File: src/rtl/led_path_player.sv
// led_path_player: plays the root-to-node BST search path on LEDR1..LEDR7,
// then holds the full path; invalid requests blink LEDR8/LEDR9 instead.
module led_path_player #(
  parameter int unsigned STEP_CYCLES = 25_000_000,
  parameter int unsigned ERR_BLINKS  = 3
) (
  input  logic       clk,
  input  logic       rst_n,
  input  logic       start,
  input  logic [2:0] target,
  input  logic       target_ok,
  output logic [9:0] ledr,
  output logic       busy,
  output logic       done,
  output logic       error
);

  localparam int unsigned CW = (STEP_CYCLES > 1) ? $clog2(STEP_CYCLES) : 1;
  localparam int unsigned BW = $clog2(ERR_BLINKS + 1);
  localparam logic [CW-1:0] CNT_MAX   = CW'(STEP_CYCLES - 1);
  localparam logic [BW-1:0] BLINK_MAX = BW'(ERR_BLINKS);
  localparam logic [9:0]    LED_ERR   = 10'h300;

  typedef enum logic [2:0] {
    S_IDLE    = 3'd0,
    S_WALK    = 3'd1,
    S_HOLD    = 3'd2,
    S_ERR_ON  = 3'd3,
    S_ERR_OFF = 3'd4
  } state_t;

  state_t        r_state, w_state_nxt;
  logic [2:0]    r_target, w_target_nxt;
  logic [1:0]    r_depth, w_depth_nxt;
  logic [1:0]    r_step, w_step_nxt;
  logic [CW-1:0] r_cnt, w_cnt_nxt;
  logic [BW-1:0] r_blink, w_blink_nxt;
  logic [6:0]    r_mask, w_mask_nxt;
  logic [9:0]    w_ledr_nxt;
  logic          w_busy_nxt, w_done_nxt, w_error_nxt;
  logic          w_cnt_end;
  logic [2:0]    w_anc;

  // Depth of a heap-ordered node in the 7-node tree.
  function automatic logic [1:0] node_depth(input logic [2:0] n);
    if (n == 3'd0)      return 2'd0;
    else if (n <= 3'd2) return 2'd1;
    else                return 2'd2;
  endfunction

  // Walk 'up' parent steps from node n.
  function automatic logic [2:0] ancestor(input logic [2:0] n, input logic [1:0] up);
    logic [2:0] a;
    a = n;
    for (int i = 0; i < 2; i++) begin
      if (2'(i) < up) a = (a - 3'd1) >> 1;
    end
    return a;
  endfunction

  // One-hot LED for node n (node i drives ledr[i+1]).
  function automatic logic [9:0] node_led(input logic [2:0] n);
    return 10'd2 << n;
  endfunction

  assign w_cnt_end = (r_cnt == CNT_MAX);

  // State and registered-output update.
  always_ff @(posedge clk or negedge rst_n) begin
    if (!rst_n) begin
      r_state  <= S_IDLE;
      r_target <= '0;
      r_depth  <= '0;
      r_step   <= '0;
      r_cnt    <= '0;
      r_blink  <= '0;
      r_mask   <= '0;
      ledr     <= '0;
      busy     <= 1'b0;
      done     <= 1'b0;
      error    <= 1'b0;
    end else begin
      r_state  <= w_state_nxt;
      r_target <= w_target_nxt;
      r_depth  <= w_depth_nxt;
      r_step   <= w_step_nxt;
      r_cnt    <= w_cnt_nxt;
      r_blink  <= w_blink_nxt;
      r_mask   <= w_mask_nxt;
      ledr     <= w_ledr_nxt;
      busy     <= w_busy_nxt;
      done     <= w_done_nxt;
      error    <= w_error_nxt;
    end
  end

  // Next-state and next-output logic.
  always_comb begin
    w_state_nxt  = r_state;
    w_target_nxt = r_target;
    w_depth_nxt  = r_depth;
    w_step_nxt   = r_step;
    w_cnt_nxt    = r_cnt + CW'(1);
    w_blink_nxt  = r_blink;
    w_mask_nxt   = r_mask;
    w_ledr_nxt   = ledr;
    w_busy_nxt   = busy;
    w_done_nxt   = 1'b0;
    w_error_nxt  = 1'b0;
    w_anc        = 3'd0;
    case (r_state)
      S_IDLE: begin
        w_cnt_nxt  = '0;
        w_ledr_nxt = '0;
        w_busy_nxt = 1'b0;
        if (start) begin
          w_busy_nxt = 1'b1;
          if (target_ok && (target != 3'd7)) begin
            w_state_nxt  = S_WALK;
            w_target_nxt = target;
            w_depth_nxt  = node_depth(target);
            w_step_nxt   = 2'd0;
            w_mask_nxt   = 7'd1;
            w_ledr_nxt   = node_led(3'd0);
          end else begin
            w_state_nxt = S_ERR_ON;
            w_blink_nxt = '0;
            w_ledr_nxt  = LED_ERR;
          end
        end
      end
      S_WALK: begin
        if (w_cnt_end) begin
          w_cnt_nxt = '0;
          if (r_step == r_depth) begin
            w_state_nxt = S_HOLD;
            w_ledr_nxt  = {2'b00, r_mask, 1'b0};
          end else begin
            w_step_nxt = r_step + 2'd1;
            w_anc      = ancestor(r_target, r_depth - w_step_nxt);
            w_mask_nxt = r_mask | 7'(7'd1 << w_anc);
            w_ledr_nxt = node_led(w_anc);
          end
        end
      end
      S_HOLD: begin
        if (w_cnt_end) begin
          w_cnt_nxt   = '0;
          w_state_nxt = S_IDLE;
          w_mask_nxt  = '0;
          w_ledr_nxt  = '0;
          w_busy_nxt  = 1'b0;
          w_done_nxt  = 1'b1;
        end
      end
      S_ERR_ON: begin
        if (w_cnt_end) begin
          w_cnt_nxt   = '0;
          w_state_nxt = S_ERR_OFF;
          w_ledr_nxt  = '0;
        end
      end
      S_ERR_OFF: begin
        if (w_cnt_end) begin
          w_cnt_nxt   = '0;
          w_blink_nxt = BW'(r_blink + 1'b1);
          if (w_blink_nxt == BLINK_MAX) begin
            w_state_nxt = S_IDLE;
            w_busy_nxt  = 1'b0;
            w_done_nxt  = 1'b1;
            w_error_nxt = 1'b1;
          end else begin
            w_state_nxt = S_ERR_ON;
            w_ledr_nxt  = LED_ERR;
          end
        end
      end
      default: begin
        w_state_nxt = S_IDLE;
      end
    endcase
  end

endmodule

File: config.mk
export PLATFORM = sky130hd
export DESIGN_NAME = led_path_player
export DESIGN_NICKNAME = d
export VERILOG_FILES = /design/src/rtl/led_path_player.sv
export SDC_FILE = /design/constraint.sdc
export NUM_CORES = 1
export LEC_CHECK = 0
export ABC_AREA = 1
export ABC_CLOCK_PERIOD_IN_PS = 4330
export BUFFER_PORTS_ARGS = -buffer_cell sky130_fd_sc_hd__buf_2
export CAP_MARGIN = 30
export CORE_MARGIN = 2
export CORE_UTILIZATION = 54
export CTS_CLUSTER_DIAMETER = 120
export DETAILED_ROUTE_END_ITERATION = 10
export PLACE_DENSITY = 0.72
export SYNTH_ARGS = -nofsm -noshare
export SYNTH_HDL_FRONTEND = slang
export SYNTH_SLANG_ARGS = --single-unit
File: constraint.sdc
create_clock -name clk -period 4.33 [get_ports clk]
set_input_delay 0.6495 -clock clk [delete_from_list [all_inputs] [get_ports clk]]
set_output_delay 0.6495 -clock clk [all_outputs]
set_load 0.02 [all_outputs]
==> results of run 1 <==
## worst reg2reg max path, delay by kind of cell (launching register included)
kind                       cells  cell delay [ns]
and+or+nand+nor                9             1.15
DFF                            1             0.38
buffers and inverters          1             0.19
adders and majority gates      1             0.17
AOI/OAI and AO/OA              1             0.14
## kinds of logic after synthesis
kind of cell,after synthesis
adders and majority gates,4
xor gates and xnor gates,10
AOI/OAI and AO/OA,54
other,1
and+or+nand+nor,243
buffers and inverters,78
DFF,56
## per-stage QoR
step | hold slack [ns] | util | setup WS [ns] | instances | instance area, µm²
4_1_cts | 0.468 | 0.604 | 2.23 | 542 | 3620
5_1_grt | 0.497 | 0.604 | 1.91 | 542 | 3620
2_1_floorplan | 0.354 | - | 2.56 | 446 | 3370
6_report | 0.461 | 0.604 | 2.23 | 542 | 3620
3_5_place_dp | 0.454 | 0.590 | 2.21 | 535 | 3540
3_3_place_gp | 0.441 | 0.590 | 2.27 | 535 | 3540
## registers in the layout, summed over array words and instances, names as in the netlist
register	count
r_step	2
r_cnt	25
error	1
done	1
r_target	3
r_blink	2
ledr	9
r_state	3
r_mask	7
r_depth	2
busy	1
## worst min path at each step
stage | from | slack, ns | end
after floorplan | rst_n | 0.35 | busy
after global placement | r_cnt[0] | 0.44 | r_cnt[0]
after detailed placement | r_cnt[0] | 0.45 | r_cnt[0]
after CTS | r_cnt[0] | 0.47 | r_cnt[0]
after global routing | r_cnt[0] | 0.50 | r_cnt[0]
final | rst_n | 0.46 | r_cnt[2]
## cell usage in the layout (no fill, tap or decap), drive strengths merged, types with 2 or more instances in the layout
| cell | netlist | final |
|---|---|---|
| dfrtp | 56 | 56 |
| o21ai | 20 | 20 |
| a22oi | 2 | 2 |
| nand3 | 31 | 31 |
| buf | 5 | 19 |
| xor2 | 7 | 7 |
| o31ai | 3 | 3 |
| clkbuf | 0 | 5 |
| nand4 | 18 | 18 |
| inv | 73 | 73 |
| nand2 | 111 | 111 |
| nor4 | 7 | 7 |
| ha | 4 | 4 |
| nor2 | 57 | 57 |
| nor3 | 17 | 17 |
| xnor2 | 3 | 3 |
| a21oi | 25 | 25 |
| a31oi | 2 | 2 |
## layout make-up
class                           count  area, µm²
Inverter                           73        277
Multi-Input combinational cell    312       1670
Clock inverter                      2       12.5
Clock buffer                        5       68.8
Fill cell                         561       2370
Sequential cell                    56       1400
Tap cell                           75       93.8
Timing Repair Buffer               19       97.6
## power breakdown
part / total (mW) / switching, mW / internal [mW] / leakage, nW
clock: 0.277 / 0.167 / 0.110 / 0.0400
sequential: 0.731 / 0.0886 / 0.642 / 0.751
combinational: 1.47 / 1.02 / 0.452 / 0.955
total: 2.48 / 1.28 / 1.20 / 1.75
## per-layer routing
| metal | track usage | share of wire | wire length, µm |
|---|---|---|---|
| met5 | 0 | 0 | 0 |
| met4 | 0.0462 | 0.0093 | 65 |
| met3 | 0.0338 | 0.055 | 383 |
| met2 | 0.318 | 0.43 | 2990 |
| met1 | 0.333 | 0.51 | 3570 |
==> results.toml, run 1 <==
[power_and_ir_drop]
power_mw = 2.48
p_leak_nw = 1.75
power_density_mw_per_mm2 = 686
vdd_drop_max_uv = 409

[clock_network]
cts_tree = "built"
clockRootBuffer = "clkbuf_8"
numCtsBuffers = 5
clock_sinks = 56
htreeDepth = 2
cts_buffer_depth = 2
cts_resized = 0
cts_setup_buffers = 0
hold_buffers = 0
clk_latency_ns = 0.31
path_clk_slew_ns = 0.10

[yosys]
synth_compound_area_frac = 0.0861
synth_top_family_by_area = "simple AND/OR/NAND/NOR gates"
yosysWarnings = 0
synth_top_area_cell = "dfrtp_1"
synth_xor_area_frac = 0.0260
yosys-top-cells-area = "dfrtp_1 (42%), nand2_1 (11%), inv_1 (6.6%)"
post_synth_most_frequent_cells = "nand2_1 (97), inv_1 (59), dfrtp_1 (56)"
seq_area_frac_synth = 0.415
yosys.area_share.simple = 0.366
avgSynthCellArea_um2 = 7.56
ys_ff_latch = 56
yosys.area_share.adder = 0.0148
synthesis.nets = 457
synth_top_area_frac = 0.415
yosysMostFrequentCell = "nand2_1"
yosys_most_used_dff = "dfrtp_1"
synth_area_mm2 = 0.00337
async_reset_ff_frac = 1.00
synthDistinctLibCells = 36
synthMuxAreaShare = 0
syn_inst = 446
synth_edf_count = 0

[hold_path]
hold_path_class = "in -> async"

[cells_and_area]
nets = 478
drive_gt1_frac = 0.167
antenna_cells = 0
area_growth_pct = 7.27

[outcome]
outcome = "completed"

[route]
ant_nets = 0
wl_per_cell_um = 12.9
firstDrtPassIters = 5
drt-total-wl_um = 7010
drc_errors = 0
vias = 2948
drt_iter0_markers = 294
via_per_inst = 5.44

[placed_design]
place_hpwl_um = 5360
io_buffers = 18
gp_congestion = 0.970

[worst_setup_path]
worstReg2RegStart = "r_cnt[0]"
cp-endpoint = "ledr[1]"
crit_slowest_cell = "dfrtp_1"
path_common_cell = "nand2_1"
rrSetupSlack_ns = 2.23
path_cells = "ha_1 > nand2_1 > nor2_2 > nand2_1 > nor2_4 > nand3_1 > nand2_1 > nand2_1 > inv_1 > o21a_1 > nand2_1 > nand2_1"
cp-startpoint = "r_cnt[0]"
crit_required_ns = 4.58
crit_family = "simple AND/OR/NAND/NOR gates"
endpoint_kind = "register"
reg2reg_depth = 12
r2r-end = "ledr[1]"
critPathMaxFanout = 14
startpoint_type = "register"
path_buf_inv = 1
slowest_delay_ns = 0.38
criticalPathCategory = "reg -> reg"
path_depth = 12
arrival_ns = 2.35

[grt]
grt_start_max_net_pins = 57
grt_pass1_wl_um = 12400
grt_pass1_vias = 2725
grt_antenna_before_repair = 0
track_usage = 0.215
overflow = 0

[die]
core_area_mm2 = 0.00599
io-pin-count = 20
start_util = 0.563
fp-row-count = 28
die_area_mm2 = 0.00689
die_height_um = 83.0
die_x_um = 83.0

[sta]
fin_crit_ns = 2.10
setup_viol = 0
timing.fmax_mhz = 477
finalSetupTns_ns = 0
period_share = 0.484
drv_slew = 0
clock_skew_ns = 0.00746
rsz0062_at_grt = "false"
hold_viol_final = 0
slew_headroom = 0.543
worst_pin_slew_ns = 0.686

[flow_run]
cap_violations = 0
Note: power is estimated with default switching activity, not from simulation.
==> run 2, diff against run 1 <==
Settings changed: ABC_CLOCK_PERIOD_IN_PS 4330 to 2120.
Clock period 4.33 ns to 2.12 ns, I/O delays scaled along.
==> run 2 against run 1 <==
  * Clock skew is 0.0041 ns higher
  * Cell count is 1.5% higher
  * Hold slack got worse by 0.21 ns
  * Flip-flop and latch count unchanged
  * Register-to-register slack got worse by 2.1 ns
  * First-iteration DRC count down 34%
  * Global-route usage is 0.85 points lower
  * Critical path depth did not move
  * Cell area increased by 3.1%
  * Critical endpoint is now r_cnt[24]
  * Via count fell by 1.6%
==> results.toml, run 2 (synthesis results as in run 1) <==
[route]
firstDrtPassIters = 4
via_per_inst = 5.27
ant_nets = 0
vias = 2901
drt_iter0_markers = 194
drt-total-wl_um = 7010
wl_per_cell_um = 12.7
drc_errors = 0

[power_and_ir_drop]
clockPowerShare = 0.111
power_density_mw_per_mm2 = 1370
sw_frac_of_total = 0.514
power_mw = 5.13
p_leak_nw = 1.80
seqPwrFrac = 0.293
vdd_drop_max_uv = 988
p_int_mw = 2.49
p_sw_mw = 2.64
p_comb_frac = 0.596

[cells_and_area]
largest_reg_flops = 25
instances_no_fill = 550
drive_gt1_frac = 0.192
area_growth_pct = 10.6
final_cell_mix = "nand2_1 (93), inv_1 (59), dfrtp_1 (56)"
antenna_cells = 0
nets = 486
largest-register = "r_cnt"
reg_top3 = "r_cnt x25, ledr x9, r_mask x7"
mostFrequentLayoutCell = "nand2_1"

[worst_setup_path]
criticalPathCategory = "reg -> reg"
crit_slowest_cell = "dfrtp_1"
critPathMaxFanout = 5
r2r-end = "r_cnt[24]"
path_cells = "ha_4 > nand2_4 > nor2_4 > nand2_2 > nor2_4 > nand4_4 > nor3_4 > nand2_2 > inv_4 > nand2_2 > o21ai_1 > a21oi_1"
endpoint_kind = "register"
path_common_cell = "nand2_2"
reg2reg_depth = 12
startpoint_type = "register"
rrSetupSlack_ns = 0.12
slowest_delay_ns = 0.41
arrival_ns = 2.20
worstReg2RegStart = "r_cnt[0]"
crit_required_ns = 2.32

[sta]
whs_ns = 0.247
fin_crit_ns = 2.00
layout_setup_ws_ns = 0.123
period_share = 0.942
clock_skew_ns = 0.0116
drv_slew = 0
hold_viol_final = 0
setup_viol = 0
finalSetupTns_ns = 0
timing.fmax_mhz = 501

[placed_design]
gp_congestion = 0.925
io_buffers = 18
post-place-ws_ns = 0.138
place_hpwl_um = 5340
placed_cells = 539

[clock_network]
cts_tree = "built"
path_clk_slew_ns = 0.10
htreeDepth = 2
numCtsBuffers = 5
cts_buffer_depth = 2
clockRootBuffer = "clkbuf_8"
clk_latency_ns = 0.31
clock_sinks = 56

[die]
die_height_um = 83.0
die_x_um = 83.0
die_area_mm2 = 0.00689
start_util = 0.563
core_area_mm2 = 0.00599
fp-row-count = 28
io-pin-count = 20

[outcome]
outcome = "completed"

[hold_path]
holdPathStages = 3
min_from = "target[0]"
hold_path_class = "in -> reg"
hold_end = "r_target[0]"

[flow_run]
cap_violations = 0

[grt]
track_usage = 0.206
grt_start_max_net_pins = 21
overflow = 0
grt_antenna_before_repair = 0
grt_pass1_wl_um = 11900
grt_pass1_vias = 2605
## run 2: worst max-delay path by stage
stage	start	end	slack (ns)	depth (start not counted)
finish	r_cnt[0]	r_cnt[24]	0.12	12
floorplan	r_cnt[0]	r_cnt[24]	0.39	12
detailed placement	r_cnt[0]	r_cnt[22]	0.14	12
global placement	r_cnt[15]	ledr[6]	0.19	9
CTS	r_cnt[20]	ledr[1]	0.12	9
global route	r_cnt[0]	r_cnt[24]	-0.002	12
## run 2: what timing repair did
action,4_1_cts,5_1_grt
hold buffers,1,0
setup endpoints to repair,0,14
resized for setup,0,12
hold endpoints to repair,17,0
setup buffers,0,3
## run 2: final cells by class
type | count | area [µm²]
Sequential cell | 56 | 1400
Clock buffer | 5 | 68.8
Timing Repair Buffer | 27 | 160
Tap cell | 75 | 93.8
Inverter | 73 | 279
Multi-Input combinational cell | 312 | 1720
Clock inverter | 2 | 12.5
Fill cell | 507 | 2260
## run 2: per-layer routing
layer / vias to the layer above / share of wire / track usage
met5: - / 0 / 0
met4: 0 / 0.0073 / 0.0417
met3: 5 / 0.035 / 0.0417
met2: 52 / 0.42 / 0.302
met1: 1345 / 0.53 / 0.317
li1: 1499 / - / -
## run 2: metrics by stage
step                cell area, µm²   util
floorplan                     3370      -
global placement              3570  0.595
detailed placement            3570  0.595
CTS                           3660  0.611
global route                  3730  0.623
finish                        3730  0.623
## run 2: critical path: cells and delay by family, from the launching register on
family	cells	cell delay, ns
flops	1	0.41
compound gates	2	0.18
fa+ha+maj	1	0.16
buf+inv	1	0.09
simple gates	8	1.03
## run 2: power by group through the flow
stage | Combinational, mW | Sequential, mW | Clock (mW)
finish | 3.06 | 1.50 | 0.567
global placement | 2.97 | 1.51 | 0
detailed placement | 3.02 | 1.51 | 0
global route | 3.46 | 1.53 | 0.623
floorplan | 2.42 | 1.54 | 0
CTS | 3.03 | 1.49 | 0.582
